--- src/rtl/counter_mod_n.sv ---
// counter_mod_n: modulo-n up-counter with clock enable and carry-out.
// Counts enabled cycles 0..n-1. co marks the enabled cycle that wraps
// the count, so instances cascade and co doubles as a slow tick strobe.
module counter_mod_n #(
    parameter int n            = 10,
    parameter int counter_bits = 4
) (
    input  logic                    clk,
    input  logic                    r,
    input  logic                    en,
    output logic [counter_bits-1:0] q,
    output logic                    co
);

    // Reject moduli that are degenerate or that q cannot represent.
    if (n < 2 || longint'(n) > (longint'(1) << counter_bits)) begin : g_bad_param
        $error("counter_mod_n: n=%0d illegal for counter_bits=%0d", n, counter_bits);
    end

    localparam logic [counter_bits-1:0] LAST = counter_bits'(n - 1);

    logic [counter_bits-1:0] q_q;
    logic [counter_bits-1:0] q_d;

    // Next count. ">=" rather than "==" so a corrupted value above the
    // terminal count recovers to 0 on the next enabled edge.
    always_comb begin
        q_d = q_q + 1'b1;
        if (q_q >= LAST) begin
            q_d = '0;
        end
    end

    // Count register: reset wins over enable; hold when disabled.
    always_ff @(posedge clk) begin
        if (r) begin
            q_q <= '0;
        end else if (en) begin
            q_q <= q_d;
        end
    end

    // Carry-out follows en combinationally while sitting at the terminal count.
    always_comb begin
        co = en & (q_q == LAST);
    end

    assign q = q_q;

endmodule

--- config.mk ---
export PLATFORM = sky130hd
export DESIGN_NAME = counter_mod_n
export DESIGN_NICKNAME = d
export VERILOG_FILES = /design/src/rtl/counter_mod_n.sv
export SDC_FILE = /design/constraint.sdc
export NUM_CORES = 1
export LEC_CHECK = 0
export ABC_AREA = 1
export CORE_AREA = 3 3 40 42
export DETAILED_ROUTE_END_ITERATION = 16
export DIE_AREA = 0 0 43 45
export GPL_ROUTABILITY_DRIVEN = 0
export RECOVER_POWER = 25
export SYNTH_ARGS = -nofsm -noshare
export SYNTH_HDL_FRONTEND = slang
export SYNTH_SLANG_ARGS = --single-unit
--- constraint.sdc ---
create_clock -name clk -period 1.3 [get_ports clk]
set_clock_uncertainty 0.2 [all_clocks]
set_input_delay 0.26 -clock clk [delete_from_list [all_inputs] [get_ports clk]]
set_output_delay 0.26 -clock clk [all_outputs]
set_load 0.005 [all_outputs]
# Word level (Yosys, flattened, before mapping)

Index checks and enable logic that the tools add are counted.
Widths: inputs -> output; s select.

Order comparisons: 1
Multiplexer cells: 1
Bitwise gates (word level): 1
Eq/ne operators: 1
Add/sub/neg operators: 1

Operators by type and width:

| cell                | count |
|---|---|
| $add 4x1->4 const B | 1 |
| $eq 4x4->1 const B  | 1 |
| $ge 4x4->1 const B  | 1 |
| $mux 4              | 1 |
| $and 1x1->1         | 1 |

Input bits: 3
Output and inout bits: 5
Flip-flop bits (word level): 4
Logic and storage cells: 6

# Depth between registers and ports, before layout

Word-level depth: 2
Depth in mapped cells: 7

# Worst setup path after synthesis

No wires, ideal clock.

Kind: reg-to-output
From: register q_q[0] (netlist: q[0])
To: output port co
Data arrival time: 0.826 ns
Setup slack: 0.014 ns
Data required time: 0.840 ns
Stages on the path, launching flop included: 3
Path through: dfxtp_1 -> ha_1 -> nor3b_1

Cells in the longest elaborated chain, start to end: 2

RTL lines:

| item                     | RTL line | source |
|---|---|---|
| start: declaration       | 22       | `logic [counter_bits-1:0] q_q;` |
| start signal: assignment | 39       | `q_q <= q_d;` |
| $eq 4x4->1               | 45       | `co = en & (q_q == LAST);` |
| $and 1x1->1              | 45       |  |
| end: declaration         | 12       | `output logic co` |

No other way between the ends.

# Final worst setup path

From: register q_q[1] (netlist: q[1])
To: output port co

Same word-level chain as after synthesis.

==> impl_metrics.ini <==
[sta]
relSlewSlack_pct = 91.2
setup_viol_count_final = 1
worstMarginPinSlew_ps = 131
rsz0062_at_grt = true
setup_slack_ps = -168
layout_min_cycle_time_ps = 1470
fmax_ghz = 0.681
tns_ps = -168
hold_viol_final = 0
period_share_pct = 113
drv_slew = 0

[logic_synthesis]
synth.area.top_cells = dfxtp_1 (33%), ha_1 (16%), nand2_1 (13%), inv_1 (9.4%), nor2_1 (9.4%)
ys_seq_area_share_pct = 33.3
synth_fp_nets = 40
synthSimpleGateAreaFrac_pct = 30.2
syn_area_sq_um = 240
synth_xor_area_share_pct = 7.29
ys_ff_latch = 4
synth_top_family_by_area = simple AND/OR/NAND/NOR gates
synth_adder_area_share_pct = 15.6
syn_avg_cell_area_sq_um = 7.07
synth-compound-area-share_pct = 4.17
synthMuxAreaShare_pct = 0
synth_top_cell_area_share_pct = 33.3
yosysWarnings = 0
ys_types = 11
synthCells = 34
yosys.area.top_type = dfxtp_1

[clock_tree]
h-tree-depth = 1
cts_made_buffers = 3
insertion_delay_ps = 230
cts_sinks = 4
cts_tree = done
cts_root_buf = clkbuf_4
cts_buffer_depth = 2
clk_pin_slew_ps = 40

[finish]
nets = 60
layout_common_cells = nand2_1 (7), nor2_1 (6), buf_2 (5), buf_4 (5), inv_1 (4)
n_antenna_cell = 0
largest_reg_flops = 4
drive_gt1_share_pct = 53.8
area_delta_synth_final_pct = 86.5
final_common_cell = nand2_1
post-route-util_pct = 34.9

[die]
fp.dieW_um = 43
pin_count = 8
dieHeight_um = 45
rows = 13
core_sq_mm = 0.00128
initial_core_util_pct = 18.7
die-area_sq_mm = 0.00194

[routing]
drt_iter0_markers = 4
post_drt_via_cell_ratio = 3.88
ant_nets = 0
wl_per_cell_um = 8.99
drt_pass1_iterations = 4
via_count = 260
routed_wl_um = 602
drc_errors = 0

[placement]
dpl.hpwl_um = 403
place_ws_ps = -715
portBuffers = 7

[power]
p_leak_nw = 0.208
powerDensity_mw_per_mm2 = 894
totalPowerFinal_uw = 400
ir_drop_v = 0.000344

[global_routing]
grt_pass1_vias = 244
track_usage_pct = 8.24
grt_overflow = 0
antenna_found_initial = 0
grt_max_degree = 6
grt_pass1_wl_um = 1080

[critical_path]
crit_path_max_fanout = 2
ff2ff_setup_slack_ps = 10
crit_arrival_ps = 1010
start_kind = flop
endpoint_kind = output port
path_class = reg -> out
critPathRequiredTime_ps = 840

[hold_path]
hold_path_class = in -> reg

[run_status]
violations = negative setup slack
status = finished with violations

[job]
drv_cap = 0
## metrics by stage
step | hold slack [ps] | std cells | instance area, sq um
finish | 372 | 67 | 448
global route | 402 | 67 | 448
CTS | 371 | 66 | 435
detailed placement | 409 | 62 | 374
global placement | 413 | 62 | 374
floorplan | 223 | 34 | 240
## layout make-up
class / instances / area, sq um
clock buffer: 3 / 22.5
fill: 152 / 837
inverter: 6 / 22.5
multi-input combinational: 24 / 183
sequential: 4 / 86.3
tap: 15 / 18.8
timing repair buffer: 15 / 115
## cell usage after synthesis, drive strengths merged
library cell / number
nor3b: 1
inv: 6
o21ai: 2
xor2: 1
nand2: 10
nor2: 6
ha: 3
xnor2: 1
dfxtp: 4
## power by group
part	switching, mW	leakage (nW)	internal [mW]	total, mW
combinational	0.0493	0.160	0.0605	0.110
sequential	0.00658	0.0341	0.132	0.139
clock	0.0488	0.0138	0.103	0.152
## logic make-up (layout without fill, tap and decap cells)
group                      after synthesis  in the layout
AOI/OAI and AO/OA                        2              2
xor gates and xnor gates                 2              2
adders and majority gates                3              3
buffers and inverters                    6             24
DFF                                      4              4
and+or+nand+nor                         17             17
## path summary, 6_finish.rpt
path / from / endpoint / cells after the start
max: q[1] / co / 4
min reg2reg: q[2] / q[2] / 3
max reg2reg: q[0] / q[2] / 6
min: en / q[1] / 4
## worst max-delay path: stages, from the launching register on
cell and delay (ps):
dfxtp_2 320, inv_2 50, ha_4 150, nor3b_2 140
buf_2 120
## metal layers
| layer | share of wire, % | global-route usage, % | up-vias |
|---|---|---|---|
| met3 | 8.3 | 5.18 | 4 |
| met1 | 48 | 9.64 | 106 |
| li1 | - | - | 139 |
| met5 | 0 | 0 | - |
| met4 | 3.5 | 7.23 | 0 |
| met2 | 40 | 10.2 | 11 |
## what timing repair did
action	4_1_cts	5_1_grt
endpoints found under the hold margin	0	0
gates cloned	0	0
buffers inserted	2	2
gates resized for setup	36	4
pin swaps	5	4
endpoints found under the setup margin	6	6
hold buffers	0	0
Note: power is estimated with default switching activity, not from simulation.
